$ cat config.mk
export PLATFORM = sky130hd
export DESIGN_NAME = adc_sample_averager_flat
export DESIGN_NICKNAME = d
export VERILOG_FILES = /design/src/rtl/adc_pkg.sv /design/src/rtl/adc_sample_averager_if.sv /design/src/rtl/adc_shift_in.sv /design/src/rtl/adc_sample_averager.sv /design/src/flat_wrapper.sv
export SDC_FILE = /design/constraint.sdc
export NUM_CORES = 1
export LEC_CHECK = 0
export ABC_CLOCK_PERIOD_IN_PS = 6000
export BUFFER_PORTS_ARGS = -buffer_cell sky130_fd_sc_hd__buf_2
export CAP_MARGIN = 20
export CORE_ASPECT_RATIO = 0.7
export CORE_MARGIN = 2
export CORE_UTILIZATION = 55
export DETAILED_ROUTE_END_ITERATION = 16
export PLACE_DENSITY_LB_ADDON = 0.3
export SLEW_MARGIN = 5
export SYNTH_ARGS = -nofsm -noshare
export SYNTH_HDL_FRONTEND = slang
export SYNTH_SLANG_ARGS = --single-unit
$ cat constraint.sdc
create_clock -name clk -period 6 [get_ports clk]
set_clock_uncertainty 0.2 [all_clocks]
set_input_delay 0.9 -clock clk [delete_from_list [all_inputs] [get_ports clk]]
set_output_delay 0.9 -clock clk [all_outputs]
set_load 0.02 [all_outputs]
$ cat src/rtl/adc_pkg.sv
// rtl/adc_pkg.sv - shared ADC constants and averager state type
package adc_pkg;

  localparam int ADC_BITS = 12;

  typedef enum logic [1:0] {
    IDLE  = 2'd0,
    WAIT  = 2'd1,
    CONV  = 2'd2,
    DRAIN = 2'd3
  } avg_state_t;

  // Channel addresses as understood by the serial ADC controller
  localparam logic [2:0] ADC_CH_VIN0 = 3'd0;
  localparam logic [2:0] ADC_CH_VIN1 = 3'd1;
  localparam logic [2:0] ADC_CH_VIN2 = 3'd2;
  localparam logic [2:0] ADC_CH_VIN3 = 3'd3;

endpackage

$ cat src/rtl/adc_sample_averager_if.sv
// rtl/adc_sample_averager_if.sv - valid/ready result stream from the averager
interface adc_sample_averager_if;
  import adc_pkg::*;

  logic [ADC_BITS-1:0] avg_data;
  logic                avg_valid;
  logic                avg_ready;

  modport master (output avg_data, output avg_valid, input avg_ready);
  modport slave  (input avg_data, input avg_valid, output avg_ready);

endinterface

$ cat src/rtl/adc_shift_in.sv
// rtl/adc_shift_in.sv - serial-in register capturing ADC DOUT MSB first
module adc_shift_in
  import adc_pkg::*;
(
  input  logic                clk,
  input  logic                reset_n,
  input  logic                sclk,
  input  logic                shift_en,
  input  logic                din,
  output logic [ADC_BITS-1:0] data
);

  always_ff @(posedge clk or negedge reset_n) begin
    if (!reset_n) begin
      data <= '0;
    end else if (shift_en && sclk) begin
      data <= {data[ADC_BITS-2:0], din};
    end
  end

endmodule

$ cat src/rtl/adc_sample_averager.sv
// rtl/adc_sample_averager.sv - paces ADC conversions and averages 2^LOG2_AVG samples
module adc_sample_averager
  import adc_pkg::*;
#(
  parameter int unsigned SAMPLE_PERIOD = 64,
  parameter int unsigned LOG2_AVG      = 2
) (
  input  logic                         clk,
  input  logic                         reset_n,
  input  logic                         enable,
  input  logic                         adc_sclk,
  input  logic                         adc_shift_en,
  input  logic                         adc_dout,
  input  logic                         adc_data_ready,
  output logic                         get_adc_data,
  adc_sample_averager_if.master        avg,
  output logic                         overrun,
  output logic                         tick_missed
);

  localparam int ACC_W = ADC_BITS + LOG2_AVG;
  localparam int CNT_W = LOG2_AVG + 1;
  localparam logic [CNT_W-1:0] LAST_CNT = CNT_W'((1 << LOG2_AVG) - 1);

  avg_state_t          state, state_next;
  logic [15:0]         timer;
  logic                tick;
  logic                capture;
  logic [ADC_BITS-1:0] sample;
  logic [ACC_W-1:0]    acc;
  logic [ACC_W-1:0]    sum;
  logic [CNT_W-1:0]    count;
  logic                last;
  logic                new_result;

  adc_shift_in u_shift_in (
    .clk      (clk),
    .reset_n  (reset_n),
    .sclk     (adc_sclk),
    .shift_en (adc_shift_en),
    .din      (adc_dout),
    .data     (sample)
  );

  assign tick = enable && (timer == 16'(SAMPLE_PERIOD - 1));

  always_ff @(posedge clk or negedge reset_n) begin
    if (!reset_n) begin
      timer <= '0;
    end else if (!enable || tick) begin
      timer <= '0;
    end else begin
      timer <= timer + 16'd1;
    end
  end

  always_ff @(posedge clk or negedge reset_n) begin
    if (!reset_n) state <= IDLE;
    else          state <= state_next;
  end

  // A started conversion is always seen through; DRAIN swallows its result
  always_comb begin
    state_next   = state;
    get_adc_data = 1'b0;
    capture      = 1'b0;
    case (state)
      IDLE:  if (enable) state_next = WAIT;
      WAIT: begin
        if (!enable) begin
          state_next = IDLE;
        end else if (tick) begin
          get_adc_data = 1'b1;
          state_next   = CONV;
        end
      end
      CONV: begin
        if (adc_data_ready) begin
          capture    = enable;
          state_next = enable ? WAIT : IDLE;
        end else if (!enable) begin
          state_next = DRAIN;
        end
      end
      DRAIN: if (adc_data_ready) state_next = IDLE;
      default: state_next = IDLE;
    endcase
  end

  assign sum        = acc + ACC_W'(sample);
  assign last       = (count == LAST_CNT);
  assign new_result = capture && last;

  always_ff @(posedge clk or negedge reset_n) begin
    if (!reset_n) begin
      acc   <= '0;
      count <= '0;
    end else if (!enable || new_result) begin
      acc   <= '0;
      count <= '0;
    end else if (capture) begin
      acc   <= sum;
      count <= count + CNT_W'(1);
    end
  end

  // A fresh result always wins over a same-cycle transfer
  always_ff @(posedge clk or negedge reset_n) begin
    if (!reset_n) begin
      avg.avg_data  <= '0;
      avg.avg_valid <= 1'b0;
    end else if (new_result) begin
      avg.avg_data  <= sum[ACC_W-1:LOG2_AVG];
      avg.avg_valid <= 1'b1;
    end else if (avg.avg_valid && avg.avg_ready) begin
      avg.avg_valid <= 1'b0;
    end
  end

  always_ff @(posedge clk or negedge reset_n) begin
    if (!reset_n) begin
      overrun     <= 1'b0;
      tick_missed <= 1'b0;
    end else if (!enable) begin
      overrun     <= 1'b0;
      tick_missed <= 1'b0;
    end else begin
      if (new_result && avg.avg_valid && !avg.avg_ready) overrun <= 1'b1;
      if (state == CONV && tick) tick_missed <= 1'b1;
    end
  end

endmodule

$ cat src/flat_wrapper.sv
// flat-port wrapper written by rule: the top's interface ports become plain ports
module adc_sample_averager_flat import adc_pkg::*;
#(
  parameter int unsigned SAMPLE_PERIOD = 64,
  parameter int unsigned LOG2_AVG      = 2
)
  (clk, reset_n, enable, adc_sclk, adc_shift_en, adc_dout, adc_data_ready, get_adc_data, overrun, tick_missed, avg_avg_data, avg_avg_valid, avg_avg_ready);
  adc_sample_averager_if avg_i ();
  input  logic clk;
  input  logic reset_n;
  input  logic enable;
  input  logic adc_sclk;
  input  logic adc_shift_en;
  input  logic adc_dout;
  input  logic adc_data_ready;
  output logic get_adc_data;
  output logic overrun;
  output logic tick_missed;
  output wire logic [$bits(avg_i.avg_data)-1:0] avg_avg_data;
  output wire logic [$bits(avg_i.avg_valid)-1:0] avg_avg_valid;
  input wire logic [$bits(avg_i.avg_ready)-1:0] avg_avg_ready;
  assign avg_avg_data = avg_i.avg_data;
  assign avg_avg_valid = avg_i.avg_valid;
  assign avg_i.avg_ready = avg_avg_ready;
  adc_sample_averager #(.SAMPLE_PERIOD(SAMPLE_PERIOD), .LOG2_AVG(LOG2_AVG)) u_core (.clk(clk), .reset_n(reset_n), .enable(enable), .adc_sclk(adc_sclk), .adc_shift_en(adc_shift_en), .adc_dout(adc_dout), .adc_data_ready(adc_data_ready), .get_adc_data(get_adc_data), .avg(avg_i), .overrun(overrun), .tick_missed(tick_missed));
endmodule
### Word-level counts from Yosys, hierarchy flattened

Index checks and enable logic that the tools add are counted.
Widths: inputs -> output; s select.

* register bits after elaboration: 62
* output and inout bits: 16
* logic and storage cells: 62

* $add $sub $neg: 3
* equality and inequality tests: 11
* muxes and demuxes: 24
* reductions and logical operators: 15

Operators by type and width (number)
* $mux 14: 2
* $add 16x1->16 const B: 1
* $eq 16x6->1 const B: 1
* $mux 16: 1
* $add 14x12->14: 1
* $mux 1: 12
* $mux 2: 6
* $pmux 2 s4: 1
* $logic_and 1x1->1: 7
* $mux 3: 2
* $eq 2x2->1 const B: 2
* $ne 2x1->1 const B: 2
* $ne 2x2->1 const B: 2
* $reduce_and 4->1: 1
* $reduce_bool 2->1: 2
* $add 3x1->3 const B: 1
* $eq 3x2->1 const B: 1
* $ne 3x2->1 const B: 1
* $ne 3x3->1 const B: 1
* $eq 2x1->1 const B: 1
* $logic_not 1->1: 2
* $logic_not 2->1: 1
* $logic_or 1x1->1: 2

### Longest topological paths before layout

* word-level depth: 7
* depth in mapped cells: 9
* mapped depth without buffers: 9

### Hierarchy

Synthesis repeated with hierarchy kept, for this count alone.

* cell total of the unflattened synthesis: 311
* area total of the unflattened synthesis: 3288.2 um2

By module, submodules not included
* adc_sample_averager: instances 1, cells each 285, area each 2797.7 um2
* adc_shift_in: instances 1, cells each 26, area each 490.5 um2

### Worst setup path after synthesis

Ideal clock, no wire load.

* kind: reg-to-output
* start point: register u_core.timer[12]
* end point: output get_adc_data
* arrival: 1.817 ns
* required time: 4.900 ns
* slack: 3.083 ns
* cell stages (with the launch flop): 4
* path buffers: 0
* cells stage by stage: dfrtp_1 > or4_4 > or4_4 > nor3b_2

* cells in the longest elaborated chain, start to end: 5

RTL lines
* start: declaration: RTL line adc_sample_averager.sv:26 `logic [15:0] timer;`
* start signal: assignment: RTL line adc_sample_averager.sv:53 `timer <= timer + 16'd1;`
* $eq 16x6->1: RTL line adc_sample_averager.sv:45 `assign tick = enable && (timer == 16'(SAMPLE_PERIOD - 1));`
* $logic_and 1x1->1: RTL line adc_sample_averager.sv:45
* $mux 1: RTL line adc_sample_averager.sv:72 `end else if (tick) begin`
* $mux 1: RTL line adc_sample_averager.sv:70 `if (!enable) begin`
* $mux 1: RTL line adc_sample_averager.sv:67 `case (state)`
* end: declaration: RTL line flat_wrapper.sv:16 `output logic get_adc_data;`

No other way between the ends.

### Final worst setup path

* start point: register u_core.timer[11]
* end point: output get_adc_data

The elaborated chain is that of the path after synthesis.

==> run summary <==
========================================================================================================
Worst min-delay path category                                                               register to register
Number of filler cells placed in the layout                                                          479
Average wire per standard cell                                                                   14.9 um
Count of buffers inserted at the top-level ports                                                      23
Top layer reached by signal wires                                                                   met4
DR vias/cell                                                                                        5.47
Cells after synthesis                                                                                300
Clock period minus worst slack                                                                   3320 ps
Violation count after the first detailed-routing iteration                                           189
CP Capture Type                                                                               output pin
Fraction of layout cells with a size suffix above 1                                                0.198
Num CTS Buffers                                                                                        9
Number of global-route vias before repair                                                           2181
Cell area after synthesis                                                                       3160 um2
Critical Path, Cell by Cell                                                                 or4_4, or4_4, nor3b_2, buf_2
Number of distinct library cells after synthesis                                                      50
Share of synthesized registers carrying an async set or reset                                       1.00
Synth-to-Final Area Change                                                                         12.7%
Worst slew margin relative to its limit                                                            0.441
1st-pass router iterations                                                                             4
Die W                                                                                            94.7 um
Setup TNS                                                                                           0 ps
Clock Root Buffer                                                                           sky130_fd_sc_hd__clkbuf_8
Startpoint type of the worst setup path                                                         register
Total vias in the final route                                                                       2232
Max Cap Viol                                                                                           0
Clock Latency Late Sink                                                                           340 ps
Proportion of netlist area held by the largest area contributor                                    0.490
Total congestion overflow                                                                              0
Per-instance average area after synthesis                                                       10.5 um2
Cells resized by post-CTS repair                                                                       0
LEAKAGE                                                                                          1.71 nW
Final antenna-violating net count                                                                      0
Max-slew violation count                                                                               0
Post-CTS clock slew at the launch and capture registers of the worst setup and hold paths          60 ps
Buffers from clock root to sink, at most                                                               2
Number of primary I/O pins                                                                            24
Final core occ                                                                                     0.632
Routed wire length                                                                               6090 um
Maximum number of pins on one net before global-route repair                                          63
PwrDens                                                                                       288 nW/um2
Met2 wirelength from detailed routing                                                            2550 um
Category of the critical setup timing path                                                  register to output pin
CTS Sinks                                                                                             62
Worst-path maximum fanout                                                                              5
Post-synthesis cell type with the largest combined area                                     sky130_fd_sc_hd__dfrtp_1
Cell occurring most often along the worst timing path                                       sky130_fd_sc_hd__or4_4
Core Region                                                                                     5640 um2
Met3 wirelength from detailed routing                                                             262 um
# hold bufs at CTS                                                                                     0
Synth Flop Type                                                                             sky130_fd_sc_hd__dfrtp_1
Count of warnings emitted by yosys                                                                     0
Number of setup buffers added after CTS                                                                0
Setup repair after global routing missed its margin                                                false
Result of the run                                                                           complete, no violations
Number of diodes added for antenna fixing                                                              0
Delay of the slowest cell on the worst path                                                       540 ps
Synth area leaders                                                                          sky130_fd_sc_hd__dfrtp_1 49%, sky130_fd_sc_hd__mux2_2 6.4%, sky130_fd_sc_hd__ha_1 5.9%
Data arrival time of the critical path                                                           2220 ps
Post-synthesis sequential area ratio                                                               0.490
Total Die Area                                                                                  6390 um2
Number of antenna violations at the first check in global routing                                      0
Count of final hold-check violations                                                                   0
Maximum level of the CTS H-tree                                                                        3
Count of state elements after synthesis                                                               62
DR DRC count                                                                                           0
Final layout net count                                                                               353
Worst-margin pin slew                                                                             839 ps
HPWL reported at the end of detailed placement                                                   4240 um
CTS tree                                                                                           built
GRT Resource Usage Total                                                                           0.217
Row cnt                                                                                               23
Initial core utilization                                                                           0.561
Met1 Routed Length                                                                               3200 um
First-pass GRT wire length                                                                      10400 um
Overall die height                                                                               67.5 um
Final worst path period share                                                                      0.554
VDD IR max                                                                                      0.168 mV
Maximum clock rate                                                                             0.301 GHz
Net count of the mapped netlist                                                                      324
Final RePlAce weighted congestion                                                                  0.841
Worst endpoint required time                                                                     4900 ps
Number of failing setup endpoints in the final timing report                                           0
Standard cell with the maximum stage delay on the critical path                             sky130_fd_sc_hd__or4_4
Count of flip-flops with a built-in enable after synthesis                                             0
========================================================================================================
-- cell usage after synthesis, drive strengths merged, types with 2 or more instances --
master	n
nor3	7
mux2i	2
a22o	9
mux2	18
o31ai	4
a21oi	14
or4	2
xnor2	13
buf	2
a21o	4
xor2	10
nor2	30
o22ai	2
nor3b	4
nor4	2
dfrtp	62
o21ai	12
inv	12
nand4	3
nand2	25
and2	5
o21a	4
or2	2
nand3	7
o311ai	2
nor2b	5
a211oi	3
and3	3
clkbuf	5
ha	15
-- state kept, by name (all words and copies together), names as in the netlist --
| register | count |
|---|---|
| u_core.count | 3 |
| u_core.tick_missed | 1 |
| u_core.acc | 14 |
| u_core.overrun | 1 |
| u_core.u_shift_in.data | 12 |
| u_core.timer | 16 |
| u_core.avg.avg_data | 12 |
| u_core.avg.avg_valid | 1 |
| u_core.state | 2 |
-- placed cells by master (no fill, tap or decap), types with 10 or more instances in the layout --
cell type | netlist | layout
sky130_fd_sc_hd__clkbuf_8 | 0 | 12
sky130_fd_sc_hd__nand2_1 | 25 | 25
sky130_fd_sc_hd__xnor2_1 | 13 | 13
sky130_fd_sc_hd__a21oi_1 | 14 | 14
sky130_fd_sc_hd__nor2_1 | 30 | 30
sky130_fd_sc_hd__ha_1 | 15 | 15
sky130_fd_sc_hd__xor2_1 | 10 | 10
sky130_fd_sc_hd__mux2_2 | 18 | 18
sky130_fd_sc_hd__inv_1 | 12 | 12
sky130_fd_sc_hd__o21ai_0 | 11 | 11
sky130_fd_sc_hd__dfrtp_1 | 62 | 62
sky130_fd_sc_hd__buf_2 | 1 | 23
-- stage by stage --
| step | instance area, um2 | setup WS, ps | instances | hold WS (ps) | total power, mW |
|---|---|---|---|---|---|
| 2_1_floorplan | 3160 | 3080 | 300 | 224 | 0.606 |
| 3_3_place_gp | 3360 | 3070 | 393 | 237 | 0.647 |
| 3_5_place_dp | 3360 | 3030 | 393 | 241 | 0.653 |
| 4_1_cts | 3560 | 2660 | 408 | 250 | 1.03 |
| 5_1_grt | 3560 | 2600 | 408 | 295 | 1.08 |
| 6_report | 3560 | 2680 | 408 | 247 | 1.03 |
-- metal layers --
metal	vias to the layer above	global-route usage
met3	7	0.0647
met5	-	0
li1	1116	-
met1	1066	0.315
met4	0	0.0670
met2	43	0.313
-- critical path, delay by kind of cell, from the launching register on --
| kind | cells | cell delay (ps) |
|---|---|---|
| AND/OR/NAND/NOR | 3 | 1260 |
| flip-flops | 1 | 430 |
| buffers and inverters | 1 | 190 |
-- final cells by class --
| cell class | count | area (um2) | area share |
|---|---|---|---|
| Inverter | 12 | 45.0 | 0.0126 |
| Clock inverter | 3 | 42.5 | 0.0119 |
| Clock buffer | 12 | 165 | 0.0463 |
| Sequential cell | 62 | 1550 | 0.435 |
| Multi-Input combinational cell | 219 | 1540 | 0.431 |
| Tap cell | 75 | 93.8 | 0.0263 |
| Timing Repair Buffer | 25 | 130 | 0.0365 |
-- power breakdown --
group | total (mW) | internal (mW) | switching [mW] | leakage (nW)
logic | 0.170 | 0.0755 | 0.0949 | 0.764
registers | 0.477 | 0.450 | 0.0265 | 0.844
clock network | 0.379 | 0.223 | 0.156 | 0.104
-- cells by family after synthesis --
| kind of cell | synth area share |
|---|---|
| xor gates and xnor gates | 0.0637 |
| adders and majority gates | 0.0656 |
| buffers and inverters | 0.0241 |
| DFF | 0.490 |
| AOI/OAI and AO/OA | 0.127 |
| and+or+nand+nor | 0.159 |
| muxes | 0.0704 |
-- worst paths after layout --
| check | from | slack (ps) | cells after the start | end |
|---|---|---|---|---|
| max | u_core.timer[11]$_DFF_PN0_ | 2680 | 4 | get_adc_data |
| min | u_core.timer[0]$_DFF_PN0_ | 250 | 1 | u_core.timer[0]$_DFF_PN0_ |
| max reg2reg | u_core.u_shift_in.data[0]$_DFFE_PN0P_ | 3410 | 9 | u_core.acc[10]$_DFFE_PN0P_ |
| min reg2reg | u_core.timer[0]$_DFF_PN0_ | 250 | 1 | u_core.timer[0]$_DFF_PN0_ |
| max in group asynchronous | reset_n | 4570 | 2 | u_core.timer[0]$_DFF_PN0_ |
| min in group asynchronous | reset_n | 500 | 2 | u_core.timer[8]$_DFF_PN0_ |
No activity file was read; power rests on OpenSTA's default activity.
